<file path="src/rtl/alu_zero.sv">
// Zero detect on operand A: combinational is_zero plus a 1-cycle registered copy is_zero_q.
// No flow control; the registered flag updates on every rising clk edge.
module alu_zero #(
  parameter int DATA_WIDTH = 64
) (
  input  logic                  clk,
  input  logic                  rst_n,
  input  logic [DATA_WIDTH-1:0] A,
  output logic                  is_zero,
  output logic                  is_zero_q
);

  localparam int LEAF_NODES = (DATA_WIDTH + 3) / 4;

  function automatic int nodes_at(input int lvl);
    int n;
    n = LEAF_NODES;
    for (int i = 0; i < lvl; i++) n = (n + 3) / 4;
    return n;
  endfunction

  function automatic int num_levels();
    int n;
    int l;
    n = LEAF_NODES;
    l = 1;
    while (n > 1) begin
      n = (n + 3) / 4;
      l++;
    end
    return l;
  endfunction

  localparam int LEVELS = num_levels();

  logic is_zero_d;

  // Level 0 is 4-input NORs over A; every level above reduces 4:1 with ANDs.
  for (genvar lv = 0; lv < LEVELS; lv++) begin : g_lvl
    localparam int N = nodes_at(lv);
    logic [N-1:0]   node;
    logic [4*N-1:0] in_pad;

    if (lv == 0) begin : g_leaf
      // Spare NOR inputs tied low so they never mask a set bit.
      always_comb begin
        in_pad                 = '0;
        in_pad[DATA_WIDTH-1:0] = A;
      end
      for (genvar j = 0; j < N; j++) begin : g_nor
        assign node[j] = ~|in_pad[4*j +: 4];
      end
    end else begin : g_and
      localparam int NP = nodes_at(lv - 1);
      // Spare AND inputs tied high so they never force a false "non-zero".
      always_comb begin
        in_pad         = '1;
        in_pad[NP-1:0] = g_lvl[lv-1].node;
      end
      for (genvar j = 0; j < N; j++) begin : g_and4
        assign node[j] = &in_pad[4*j +: 4];
      end
    end
  end

  assign is_zero   = g_lvl[LEVELS-1].node[0];
  assign is_zero_d = is_zero;

  always_ff @(posedge clk or negedge rst_n) begin
    if (!rst_n) begin
      is_zero_q <= 1'b0;
    end else begin
      is_zero_q <= is_zero_d;
    end
  end

endmodule

</file>
<file path="config.mk">
export PLATFORM = sky130hd
export DESIGN_NAME = alu_zero
export DESIGN_NICKNAME = d
export VERILOG_FILES = /design/src/rtl/alu_zero.sv
export SDC_FILE = /design/constraint.sdc
export NUM_CORES = 1
export LEC_CHECK = 0
export BUFFER_PORTS_ARGS = -buffer_cell sky130_fd_sc_hd__buf_2
export CAP_MARGIN = 30
export CORE_AREA = 2 2 39 41
export DETAILED_ROUTE_END_ITERATION = 6
export DIE_AREA = 0 0 41 43
export MAX_ROUTING_LAYER = met4
export PLACE_DENSITY = 0.74
export SLEW_MARGIN = 20
export SYNTH_ARGS = -nofsm -noshare
export SYNTH_HDL_FRONTEND = slang
export SYNTH_SLANG_ARGS = --single-unit
</file>
<file path="constraint.sdc">
create_clock -name clk -period 1 [get_ports clk]
set_clock_uncertainty 0.1 [all_clocks]
set_input_delay 0.1 -clock clk [delete_from_list [all_inputs] [get_ports clk]]
set_output_delay 0.1 -clock clk [all_outputs]
set_load 0.05 [all_outputs]
</file>
==> qor.yml, run 1 <==
run_status:
  status: "finished, violations left"
  violations: "negative setup slack"
global_route:
  overflow: 0
  grt_pass1_wl_mm: 1.725
  track_usage: 0.1332
  grt_max_degree: 3
  first_global_vias: 462
  antenna_found_initial: 0
placement:
  numPortBuffers: 67
  dpl.cell_count: 105
  post_dp_cell_area_sq_um: 584.3
  pre_cts_slack_ns: -0.4988
  place_congestion: 0.6748
critical_path:
  cp-start-kind: "input port"
  path_class: "in -> out"
  slowest_stage: "nor4_4"
  crit_fanout: 2
  critPathRequiredTime_ns: 0.80
  arrival_ns: 1.17
  critPathMaxStageDelay_ns: 0.34
  crit_chain: "buf_2 -> nor4_2 -> nand4_1 -> nor4_4 -> buf_6"
  end_kind: "primary output"
route:
  dr.pass1.iters: 2
  viasPerCell: 4.664
  num_vias: 499
  post_drt_wl_per_cell_microns: 11.94
  drtAntennaViolNets: 0
  dr.first_iter.drc_count: 1
  drt-total-wl_mm: 1.278
  drc: 0
pwr:
  power.switching_uw: 78.17
  p_per_area_mw_per_mm2: 342.3
  switching_share: 0.3068
  p_int_uw: 176.6
  pwr-share-clk: 0
  leakagePower_uw: 0.0003516
  p_total_uw: 254.8
  peakVddDrop_uv: 123.1
  power_frac_seq: 0.162
  pwr-share-comb: 0.838
timing:
  rsz0062_at_grt: "yes"
  drv_slew: 0
  maxSlewHeadroom: 0.8414
  period_share: 1.369
  setup_viol: 2
  hold_viol_final: 0
  tightestPinTransition_ns: 0.2362
  min_period_ns: 1.369
  max_clock_freq_mhz: 730.6
  fin_ws_ns: -0.3686
synthesis:
  synth_fp_nets: 88
  syn_area_sq_um: 168.9
  yosys_warnings: 0
  ys_ff_latch: 1
  ys_seq_area_frac: 0.1481
  synth_cells: 22
  avgSynthCellArea_sq_um: 7.678
  yosysUniqueCellTypes: 4
cells_and_area:
  top_register: "is_zero_q"
  post-route-cell-area_sq_um: 744.5
  fin_cells: 107
  drive_gt1_frac: 0.9121
  fin_nets: 159
  nFillCells: 136
  reg_top3: "is_zero_q (1)"
  area_delta_synth_final_pct: 340.7
  antenna_cells: 0
  final_cell_mix: "56 x buf_2, 11 x buf_6, 9 x nor4_2, 6 x nor4_4, 4 x nand4_1"
  final_common_cell: "buf_2"
  postLayoutCoreUtil: 0.5380
  largest_register_ffs: 1
die:
  dieArea_sq_mm: 0.001763
  die_h_microns: 43
  start_util: 0.1221
  ios: 68
  floorplan.rows: 14
  fp.coreArea_sq_mm: 0.001384
  die_w_microns: 41
min_path:
  hp-class: "in -> async"
cts:
  clk_pin_slew_ns: 0
run:
  max_cap_viol_count: 0
## cell usage after synthesis
library cell	number	share of area
nor4_1	15	0.56
nand4_1	4	0.15
nor4_2	2	0.15
dfrtp_1	1	0.15
## cells by family (layout without fill, tap and decap cells)
family                 count (synthesis)  count (layout)  synth area share
buffers and inverters                  0              69                 0
DFF                                    1               1            0.1481
and+or+nand+nor                       21              21            0.8518
## power groups by stage
stage	logic, uW	clock network [uW]	registers, uW
6_report	214	0	41.2
5_1_grt	231	0	41.2
4_1_cts	181	0	41.2
3_5_place_dp	158	0	41.2
3_3_place_gp	154	0	41.2
2_1_floorplan	17.4	0	41.2
## metal layers
metal | up-vias | global-route usage | routed length, microns
met2 | 29 | 0.2531 | 750
li1 | 246 | - | -
met1 | 224 | 0.1524 | 397
met3 | 0 | 0.005236 | 131
met4 | 0 | 0 | 0
met5 | - | - | 0
## final timing paths
check | startpoint | endpoint | slack [ns]
max in group asynchronous | rst_n | is_zero_q | 0.40
max | A[30] | is_zero | -0.37
min in group clk | A[2] | is_zero_q | 0.44
min | rst_n | is_zero_q | 0.31
## critical path, delay by kind of cell
kind | cells | cell delay (ns)
buffers and inverters | 2 | 0.30
AND/OR/NAND/NOR | 3 | 0.77
## final cells by class
cell class,instances,area (sq um),area share
multi-input combinational,21,277.8,0.3731
sequential,1,25.02,0.03361
tap,16,20.02,0.02689
timing repair buffer,69,421.7,0.5664
## through the flow
step | hold WS, ns | TNS, ns
6_report | 0.3114 | -0.6523
4_1_cts | 0.3200 | -0.5756
3_5_place_dp | -0.2235 | -0.6955
5_1_grt | 0.3329 | -0.8608
3_3_place_gp | -0.2261 | -0.7005
2_1_floorplan | -0.2956 | -0.9124
## repair_timing
item                       4_1_cts  5_1_grt
buffers inserted                 0        1
setup endpoints to repair        2        2
hold endpoints to repair         1        0
pin swaps                        8        8
gates resized for setup         10       13
hold buffers                     1        0
Note: power is estimated with default switching activity, not from simulation.
==> run 2, diff against run 1 <==
--- a/config.mk
+++ b/config.mk
@@ -5,13 +5,15 @@
 export SDC_FILE = /design/constraint.sdc
 export NUM_CORES = 1
 export LEC_CHECK = 0
+export ABC_AREA = 0
 export BUFFER_PORTS_ARGS = -buffer_cell sky130_fd_sc_hd__buf_2
 export CAP_MARGIN = 30
-export CORE_AREA = 2 2 39 41
+export CELL_PAD_IN_SITES_DETAIL_PLACEMENT = 1
+export CELL_PAD_IN_SITES_GLOBAL_PLACEMENT = 2
+export CORE_UTILIZATION = 10
 export DETAILED_ROUTE_END_ITERATION = 6
-export DIE_AREA = 0 0 41 43
 export MAX_ROUTING_LAYER = met4
-export PLACE_DENSITY = 0.74
+export PLACE_DENSITY = 0.95
 export SLEW_MARGIN = 20
 export SYNTH_ARGS = -nofsm -noshare
 export SYNTH_HDL_FRONTEND = slang
==> run 2 against run 1 <==
  * The flow still finishes with violations (negative setup slack)
  * Utilization fell by 6.2 points
  * Cell count fell by 0.93%
  * Critical path depth did not move
  * Die area rose by 5.4%
  * First-iteration DRC count fell by 100%
  * Global-route usage rose by 1.4 points
  * Critical endpoint unchanged
  * Highest routed layer unchanged
==> qor.yml, run 2 (synthesis gave the netlist of run 1 again) <==
run_status:
  status: "finished, violations left"
  violations: "negative setup slack"
timing:
  period_share: 1.373  # +0.004734
  min_period_ns: 1.373  # +0.004734 ns
  max_clock_freq_mhz: 728.1  # -0.34%
  tightestPinTransition_ns: 0.2523  # +0.01612 ns
  setup_tns_ns: -0.5587  # +0.09352 ns
  maxSlewHeadroom: 0.8302  # -0.01112
  whs_ns: 0.3158  # +0.004468 ns
  hold_viol_final: 0  # unchanged
  setup_viol: 2  # unchanged
  fin_ws_ns: -0.3734  # -0.004734 ns
  rsz0062_at_grt: "yes"
  drv_slew: 0  # unchanged
global_route:
  use_met1: 0.1523  # about the same
  use_met3: 0  # -0.005236
  grt.met2_usage: 0.3164  # +0.06329
  top_usage_layer: "met2"
  track_usage: 0.1470  # +0.01384
  first_global_vias: 551  # +19%
  antenna_found_initial: 0  # unchanged
  grt_max_degree: 3  # unchanged
  overflow: 0  # unchanged
  grt_pass1_wl_mm: 2.118  # +23%
route:
  dr.first_iter.drc_count: 0  # -1
  viasPerCell: 4.642  # -0.47%
  drc: 0  # unchanged
  post_drt_wl_per_cell_microns: 12.85  # +7.6%
  drtAntennaViolNets: 0  # unchanged
  drt-total-wl_mm: 1.362  # +6.6%
  dr.pass1.iters: 1  # -1
  num_vias: 492  # -1.4%
die:
  die_h_microns: 43.10  # +0.23%
  floorplan.rows: 14  # unchanged
  die_w_microns: 43.10  # +5.1%
  dieArea_sq_mm: 0.001858  # +5.4%
  ios: 68  # unchanged
  start_util: 0.1096  # -0.01248
  fp.coreArea_sq_mm: 0.001541  # +11%
cells_and_area:
  final_common_cell: "buf_2"
  largest_register_ffs: 1  # unchanged
  antenna_cells: 0  # unchanged
  fin_nets: 158  # -0.63%
  final_cell_mix: "55 x buf_2, 12 x buf_6, 7 x nor4_4, 5 x nor4_2, 5 x nor4_1"
  area_delta_synth_final_pct: 334.1
  postLayoutCoreUtil: 0.4756  # -0.06233
  reg_top3: "is_zero_q (1)"
  drive_gt1_frac: 0.8778  # -0.03431
  top_register: "is_zero_q"
min_path:
  hp-class: "in -> async"
pwr:
  peakVddDrop_uv: 158.3  # +29%
  leakagePower_uw: 0.0003484  # -0.91%
  p_per_area_mw_per_mm2: 348.6  # +1.9%
run:
  max_cap_viol_count: 0  # unchanged
placement:
  numPortBuffers: 67  # unchanged
  pre_cts_slack_ns: -0.5052  # -0.006401 ns
  place_congestion: 0.6145  # -8.9%
critical_path:
  path_class: "in -> out"
  arrival_ns: 1.17  # about the same
  crit_fanout: 2  # unchanged
  critPathRequiredTime_ns: 0.80  # about the same
  end_kind: "primary output"
  cp-start-kind: "input port"
cts:
  clk_pin_slew_ns: 0  # unchanged
  cts_setup_buffers: 0  # unchanged
[run 2: changes by cell type in the layout (fill, tap and decap cells not counted), sizes merged]
cell  previous run  this run
buf             68        67
[run 2: layout make-up]
cell class	count	area, sq um
Multi-Input combinational cell	21	267.8
Tap cell	16	20.02
Timing Repair Buffer	68	420.4
Fill cell	204	808.3
Sequential cell	1	25.02
[run 2: per-layer routing]
layer / share of wire / wire length [microns]
met2: 0.60 / 821
met5: 0 / 0
met4: 0 / 0
met3: 0.065 / 88
met1: 0.33 / 452
[run 2: worst max path at each step]
stage | start | endpoint | cells past startpoint
after floorplan | A[56] | is_zero_q | 3
after global placement | A[19] | is_zero | 5
after detailed placement | A[19] | is_zero | 5
after CTS | A[61] | is_zero | 5
after global routing | A[20] | is_zero | 5
final | A[31] | is_zero | 5
[run 2: through the flow]
stage / cells / total power [uW] / instance area (sq um)
floorplan: 22 / 58.62 / 229.0
global placement: 105 / 195.7 / 584.3
detailed placement: 105 / 198.9 / 584.3
CTS: 106 / 224.1 / 653.1
global route: 106 / 271.3 / 733.2
finish: 106 / 255.6 / 733.2
[run 2: critical path: stages]
cell	delay [ns]
buf_6	0.09
nor4_2	0.27
nand4_1	0.20
nor4_4	0.31
buf_6	0.20
[run 2: repair_timing]
| item | 4_1_cts | 5_1_grt |
|---|---|---|
| pin swaps | 8 | 6 |
| hold endpoints to repair | 1 | 0 |
| hold buffers | 1 | 0 |
| gates cloned | 0 | 0 |
| resized for setup | 10 | 12 |
| endpoints found under the setup margin | 2 | 2 |
[run 2: power by group]
| group | internal [uW] | switching [uW] | leakage [uW] |
|---|---|---|---|
| registers | 41.2 | 0 | 0.0000140 |
| clock network | 0 | 0 | 0 |
| logic | 137 | 77.2 | 0.000334 |
| total | 178 | 77.2 | 0.000348 |
